<file path="src/rtl/serial_frame_rx_if.sv">
// Output stream of the serial frame receiver: one received payload plus its
// parity status, handed to a consumer with a valid/ready handshake.
interface serial_frame_rx_if #(
    parameter int DATA_W = 8
);
    logic [DATA_W-1:0] data;
    logic              valid;
    logic              ready;
    logic              parity_err;

    // Receiver side drives the payload, consumer side drives ready
    modport master (
        output data,
        output valid,
        output parity_err,
        input  ready
    );

    modport slave (
        input  data,
        input  valid,
        input  parity_err,
        output ready
    );
endinterface

</file>
<file path="src/rtl/serial_frame_rx.sv">
// Serial frame receiver: start bit 1, DATA_W payload bits LSB first, optional
// even-parity bit, stop bit 0, idle line 0. Completed frames land in a single
// holding register offered to the consumer over a valid/ready handshake.
module serial_frame_rx #(
    parameter int DATA_W    = 8,
    parameter int PARITY_EN = 1
) (
    input  logic                  clk,
    input  logic                  clear,
    input  logic                  si,
    serial_frame_rx_if.master     rx,
    output logic                  framing_err,
    output logic                  overrun,
    output logic                  busy
);
    localparam int CNT_W = $clog2(DATA_W) + 1;

    typedef enum logic [1:0] {
        IDLE,
        DATA,
        PARITY,
        STOP
    } state_t;

    state_t            state_q, state_d;
    logic [CNT_W-1:0]  cnt_q, cnt_d;
    logic [DATA_W-1:0] shift_q, shift_d;
    logic [DATA_W-1:0] data_q, data_d;
    logic              perr_pend_q, perr_pend_d;
    logic              perr_q, perr_d;
    logic              valid_q, valid_d;
    logic              ferr_q, ferr_d;
    logic              ovr_q, ovr_d;

    // Next-state logic: frame sequencing, holding register and handshake
    always_comb begin
        state_d     = state_q;
        cnt_d       = cnt_q;
        shift_d     = shift_q;
        data_d      = data_q;
        perr_pend_d = perr_pend_q;
        perr_d      = perr_q;
        valid_d     = valid_q;
        ferr_d      = 1'b0;
        ovr_d       = 1'b0;

        if (valid_q && rx.ready) begin
            valid_d = 1'b0;
        end

        case (state_q)
            IDLE: begin
                if (si) begin
                    state_d     = DATA;
                    cnt_d       = '0;
                    perr_pend_d = 1'b0;
                end
            end
            DATA: begin
                shift_d = {si, shift_q[DATA_W-1:1]};
                cnt_d   = cnt_q + CNT_W'(1);
                if (cnt_q == CNT_W'(DATA_W - 1)) begin
                    state_d = (PARITY_EN != 0) ? PARITY : STOP;
                end
            end
            PARITY: begin
                perr_pend_d = (^shift_q) ^ si;
                state_d     = STOP;
            end
            STOP: begin
                state_d = IDLE;
                if (si) begin
                    ferr_d = 1'b1;
                end else if (!valid_q || rx.ready) begin
                    data_d  = shift_q;
                    perr_d  = perr_pend_q;
                    valid_d = 1'b1;
                end else begin
                    ovr_d = 1'b1;
                end
            end
            default: begin
                state_d = IDLE;
            end
        endcase
    end

    // State registers; clear wins over everything, including a partial frame
    always_ff @(posedge clk) begin
        if (clear) begin
            state_q     <= IDLE;
            cnt_q       <= '0;
            shift_q     <= '0;
            data_q      <= '0;
            perr_pend_q <= 1'b0;
            perr_q      <= 1'b0;
            valid_q     <= 1'b0;
            ferr_q      <= 1'b0;
            ovr_q       <= 1'b0;
        end else begin
            state_q     <= state_d;
            cnt_q       <= cnt_d;
            shift_q     <= shift_d;
            data_q      <= data_d;
            perr_pend_q <= perr_pend_d;
            perr_q      <= perr_d;
            valid_q     <= valid_d;
            ferr_q      <= ferr_d;
            ovr_q       <= ovr_d;
        end
    end

    assign rx.data       = data_q;
    assign rx.valid      = valid_q;
    assign rx.parity_err = perr_q;
    assign framing_err   = ferr_q;
    assign overrun       = ovr_q;
    assign busy          = (state_q != IDLE);
endmodule

</file>
<file path="src/flat_wrapper.sv">
// flat-port wrapper written by rule: the top's interface ports become plain ports
module serial_frame_rx_flat 
#(
    parameter int DATA_W    = 8,
    parameter int PARITY_EN = 1
)
  (clk, clear, si, framing_err, overrun, busy, rx_data, rx_valid, rx_parity_err, rx_ready);
  serial_frame_rx_if #(.DATA_W(DATA_W)) rx_i ();
  input  logic clk;
  input  logic clear;
  input  logic si;
  output logic framing_err;
  output logic overrun;
  output logic busy;
  output wire logic [$bits(rx_i.data)-1:0] rx_data;
  output wire logic [$bits(rx_i.valid)-1:0] rx_valid;
  output wire logic [$bits(rx_i.parity_err)-1:0] rx_parity_err;
  input wire logic [$bits(rx_i.ready)-1:0] rx_ready;
  assign rx_data = rx_i.data;
  assign rx_valid = rx_i.valid;
  assign rx_parity_err = rx_i.parity_err;
  assign rx_i.ready = rx_ready;
  serial_frame_rx #(.DATA_W(DATA_W), .PARITY_EN(PARITY_EN)) u_core (.clk(clk), .clear(clear), .si(si), .rx(rx_i), .framing_err(framing_err), .overrun(overrun), .busy(busy));
endmodule
</file>
<file path="config.mk">
export PLATFORM = sky130hd
export DESIGN_NAME = serial_frame_rx_flat
export DESIGN_NICKNAME = d
export VERILOG_FILES = /design/src/rtl/serial_frame_rx_if.sv /design/src/rtl/serial_frame_rx.sv /design/src/flat_wrapper.sv
export SDC_FILE = /design/constraint.sdc
export NUM_CORES = 1
export LEC_CHECK = 0
export CAP_MARGIN = 15
export CORE_ASPECT_RATIO = 0.9
export CORE_MARGIN = 1
export CORE_UTILIZATION = 30
export DETAILED_ROUTE_END_ITERATION = 8
export GPL_TIMING_DRIVEN = 0
export HOLD_SLACK_MARGIN = 0.1
export SKIP_CTS_REPAIR_TIMING = 1
export SLEW_MARGIN = 30
export SYNTH_ARGS = -nofsm -noshare
export SYNTH_HDL_FRONTEND = slang
export SYNTH_SLANG_ARGS = --single-unit
</file>
<file path="constraint.sdc">
create_clock -name clk -period 1.59 [get_ports clk]
set_clock_uncertainty 0.15 [all_clocks]
set_input_delay 0.318 -clock clk [delete_from_list [all_inputs] [get_ports clk]]
set_output_delay 0.318 -clock clk [all_outputs]
set_load 0.05 [all_outputs]
</file>
### Yosys cells after proc, flatten, opt, wreduce, memory -nomap -nowiden

Index checks and enable logic that the tools add are counted.

* multiplexer cells: 13
* equal/unequal tests: 6
* add/subtract/negate cells: 1
* reductions and logical operators: 14
* bitwise logic cells: 3

Operators with widths (number)
* 2-bit one-hot mux with 4 select lines: 1
* 4-bit one-hot mux with 2 select lines: 1
* 8-bit XOR reduction: 1
* 1-bit two-way mux: 7
* 2-bit AND reduction: 3
* 2-bit nonzero test: 3
* 4-bit by 1-bit adder with 4-bit output, second input constant: 1
* 2-bit == test, second input constant: 2
* 4-bit by 3-bit == test with 1-bit output, second input constant: 1
* 2-bit two-way mux: 2
* 4-bit two-way mux: 1
* 3-bit AND reduction: 1
* 3-bit OR reduction: 1
* 2-bit by 1-bit == test with 1-bit output, second input constant: 1
* 2-bit zero test: 1
* 2-bit by 1-bit inequality test with 1-bit output, second input constant: 1
* 2-bit inequality test, second input constant: 1
* 1-bit NOT: 2
* 1-bit one-hot mux with 2 select lines: 1
* 2-bit OR reduction: 1
* 1-bit logical AND: 1
* 1-bit zero test: 1
* 1-bit logical OR: 1
* 1-bit XOR: 1

* input port bits: 4
* logic and storage cells: 46
* register bits: 27

### Logic depth before layout (Yosys ltp)

* word-level depth: 5
* gate-level depth with buffers: 6
* mapped depth without buffers: 6

### Least setup slack after synthesis

OpenSTA, ideal clock, no wires.

* path kind: reg2reg
* start: register u_core.valid_q, in the netlist u_core.rx.valid
* end: register u_core.data_q[0], in the netlist u_core.rx.data[0]
* data arrival time: 1257 ps
* cell stages (with the launch flop): 6
* clock period less this slack: 1535 ps
* data required time: 1312 ps
* path buffers: 1
* library setup time: 128 ps
* path slack: 55 ps
* cell sequence: dfxtp_1 > nand2b_1 > nand2b_1 > buf_4 > mux2i_1 > nor2_1

* word-level cells in the longest chain between the ends: 3

Ends and longest elaborated chain
* start, declared: line serial_frame_rx.sv:31 `logic valid_q, valid_d;`
* start signal, assigned: line serial_frame_rx.sv:107 `valid_q <= valid_d;`
* 1-bit zero test: line serial_frame_rx.sv:74 `end else if (!valid_q || rx.ready) begin`
* 1-bit logical OR: line serial_frame_rx.sv:74
* 3-bit AND reduction (no source line)
* end signal, assigned: line serial_frame_rx.sv:104 `data_q <= data_d;`
* end, declared: line serial_frame_rx.sv:28 `logic [DATA_W-1:0] data_q, data_d;`

No other way between the ends.
A chain may end at the register's enable or synchronous reset.

### Worst setup path after layout

* start: register u_core.state_q[0]
* end: output busy

* word-level cells in the longest chain between the ends: 1

Ends and longest elaborated chain
* start, declared: line serial_frame_rx.sv:25 `state_t state_q, state_d;`
* start signal, assigned: line serial_frame_rx.sv:101 `state_q <= state_d;`
* 2-bit nonzero test: line serial_frame_rx.sv:118 `assign busy = (state_q != IDLE);`
* end, declared: line flat_wrapper.sv:14 `output logic busy;`

No other way between the ends.

==> results.tsv <==
stage	metric	value	unit
worst_setup_path	cp_max_fo	6	
worst_setup_path	slowest_stage	dfxtp_2	
finish	drive_gt1_share	12.9	%
finish	multiInputGateArea	617	um2
yosys	synth_compound_area_share	5.48	%
yosys	synth_warnings	0	
clock_tree	clk_pin_slew	0.09	ns
min_path	min_to	u_core.framing_err	
floorplan	io_pins	17	
floorplan	row_count	21	
power_and_ir_drop	power_density	1240	nW/um2
route	antenna_left	0	
worst_setup_path	rr_endpoint	u_core.rx.data[0]	
placement	gp_congestion	0.757	
placement	place_area	1370	um2
worst_setup_path	slowest_delay	0.37	ns
worst_setup_path	rr_worst_depth	6	
worst_setup_path	end_kind	output port	
sta	drv_slew	0	
run	drv_cap	0	
worst_setup_path	crit_top_cell	inv_1	
yosys	syn_inst	120	
route	vias	855	
sta	fin_tns_setup	-0.0433	ns
grt	grt_pass1_vias	783	
yosys	ys_seq_area_share	46.5	%
clock_tree	clk_path_buf_depth	2	
route	routed_wl	2.34	mm
finish	regArea	546	um2
worst_setup_path	criticalPathCategory	register to output port	
yosys	synthXorXnorAreaFrac	6.45	%
yosys	avgSynthCellArea	9.70	um2
yosys	ys_ff_latch	27	
run_status	status	complete, but fails checks	
floorplan	dieWidth	67.7	um
floorplan	core	3700	um2
power_and_ir_drop	leakage	0.000859	uW
sta	fin_ws	-0.0433	ns
yosys	syn-cell-area	1160	um2
worst_setup_path	cp_top_family	flip-flops	
clock_tree	clock_sinks	27	
yosys	synth_nets	129	
finish	final_area	1510	um2
sta	finalCritPeriodShare	103	%
placement	hpwl	1.59	mm
floorplan	die_h	61.1	um
sta	relSlewSlack	66.4	%
worst_setup_path	critPathLaunchType	register	
worst_setup_path	r2r-start	u_core.state_q[0]	
worst_setup_path	cp_data_required_time	1.12	ns
route	dr.pass1.iters	4	
route	vias_per_cell	4.60	
finish	num_antenna_cells	0	
sta	hold_viol_final	0	
run_status	violations	setup timing	
grt	grt_max_degree	15	
sta	max_freq	612	MHz
finish	nNetsFinal	150	
sta	tightestPinTransition	0.503	ns
worst_setup_path	crit_chain	inv_1 > ha_4 > inv_1 > buf_6	
clock_tree	clk_latency	0.27	ns
min_path	hp-class	input pin to register	
min_path	min_from	si	
worst_setup_path	cp_num_buf_inv	3	
finish	fill_cells	361	
yosys	yosys.area_share.simple	17.4	%
floorplan	die_area	4130	um2
sta	setup_violations	1	
yosys	synth_top_family_by_area	simple AND/OR/NAND/NOR gates	
worst_setup_path	arrival	1.17	ns
yosys	synthMuxAreaShare	15.5	%
clock_tree	cts_tree	yes	
finish	syn_to_final_growth	29.4	%
clock_tree	h-tree-depth	1	
sta	final.min_clock_period	1.63	ns
grt	grt_pass1_wl	3.62	mm
yosys	ys_types	25	
clock_tree	cts-root-buf	clkbuf_8	
route	drt-wirelength-per-cell	12.6	um
grt	grt_usage	12.1	%
route	drc_errors	0	
yosys	yosys.area_share.adder	5.38	%
min_path	holdPathStages	3	
sta	rsz0062_at_grt	true	
grt	antenna_found_initial	0	
grt	grt-ovfl-total	0	
placement	portBuffers	15	
worst_setup_path	r2r_setup_slack	0.07	ns
power_and_ir_drop	vdd_drop_max	739	uV
floorplan	initial_utilization	31.4	%
route	drt_iter0_drc	23	
clock_tree	cts_buffers	3	
==> stage by stage <==
| stage | cells | util, % | setup WS, ns | hold slack, ns | power (uW) |
|---|---|---|---|---|---|
| 5_1_grt | 186 | 40.6 | -0.101 | 0.292 | 1990 |
| 4_1_cts | 185 | 38.2 | -0.807 | 0.264 | 1770 |
| 6_report | 186 | 40.6 | -0.0433 | 0.257 | 1870 |
| 3_3_place_gp | 181 | 37.0 | -0.468 | 0.319 | 1370 |
| 3_5_place_dp | 181 | 37.0 | -0.496 | 0.344 | 1390 |
| 2_1_floorplan | 120 | - | 0.0553 | 0.282 | 1240 |
==> power by group <==
group	total [uW]	switching [uW]	internal (uW)
Sequential	782	50.0	732
Clock	385	205	179
Combinational	703	400	304
Total	1870	655	1210
==> state kept, by name, summed over array words and instances, names as in the netlist <==
name / cells
u_core.perr_pend_q: 1
u_core.rx.valid: 1
u_core.overrun: 1
u_core.rx.data: 8
u_core.rx.parity_err: 1
u_core.state_q: 2
u_core.framing_err: 1
u_core.shift_q: 8
u_core.cnt_q: 4
==> worst min-delay path, stage by stage <==
cell and delay (ns):
dlymetal6s2s_1 0.20, nand2_1 0.09, nor2_1 0.04
==> worst max-delay path by stage <==
| stage | startpoint | to | slack (ns) | depth (start not counted) |
|---|---|---|---|---|
| 5_1_grt | u_core.state_q[0] | busy | -0.10 | 4 |
| 2_1_floorplan | u_core.rx.valid | u_core.rx.data[0] | 0.06 | 5 |
| 3_3_place_gp | u_core.state_q[0] | busy | -0.47 | 4 |
| 4_1_cts | u_core.state_q[0] | busy | -0.81 | 4 |
| 6_report | u_core.state_q[0] | busy | -0.04 | 4 |
| 3_5_place_dp | u_core.state_q[0] | busy | -0.50 | 4 |
==> per-layer routing <==
layer  GRT usage, %  wire (um)  vias up
li1               -          -      440
met1           15.7       1160      398
met2           19.8       1070       15
met3           3.89         98        2
met4           2.74         13        0
met5              0          0        -
==> cells in the mapped netlist <==
library cell	number	area, um2
dfxtp_1	27	541
nor2_1	22	82.6
mux2i_1	18	180
nand2b_1	6	37.5
ha_1	5	62.6
nand2_1	5	18.8
a21oi_1	4	20.0
clkbuf_1	4	15.0
xnor2_1	4	35.0
inv_1	3	11.3
nand3b_1	3	22.5
nor3_1	3	15.0
o21ai_0	3	15.0
xor2_1	2	17.5
a211oi_1	1	7.51
a22oi_1	1	7.51
a32oi_1	1	8.76
and2_1	1	6.26
buf_2	1	5.00
buf_4	1	7.51
nand3_1	1	5.00
nand4b_1	1	8.76
nor2b_1	1	6.26
o21ai_1	1	5.00
xnor3_1	1	22.5
==> cells by family after synthesis <==
logic type | count (synthesis)
xor+xnor | 7
buf+inv | 9
mux | 18
compound gates | 11
simple gates | 43
flops | 27
fa+ha+maj | 5
==> placed cells by master, fill, tap and decap left out <==
master,n
a211oi_1,1
a21oi_1,3
a21oi_2,1
a22oi_1,1
a32oi_1,1
and2_1,1
buf_4,3
buf_6,2
clkbuf_1,4
clkbuf_8,3
clkdlybuf4s50_1,1
dfxtp_1,23
dfxtp_2,4
dlymetal6s2s_1,13
ha_1,3
ha_2,1
ha_4,1
inv_1,3
mux2i_1,18
nand2_1,5
nand2b_1,5
nand2b_4,1
nand3_1,1
nand3b_1,3
nand4b_1,1
nor2_1,22
nor2b_2,1
nor3_1,3
o21ai_0,2
o21ai_1,1
o21ai_2,1
xnor2_1,4
xnor3_1,1
xor2_1,2
==> final cells by class <==
class / instances / share of cell area, %
timing repair buffer: 17 / 13.2
tap: 46 / 3.82
clock buffer: 4 / 2.99
buffer: 5 / 2.00
sequential: 27 / 36.2
inverter: 3 / 0.748
multi-input combinational: 84 / 41.0
No activity file was read; power rests on OpenSTA's default activity.
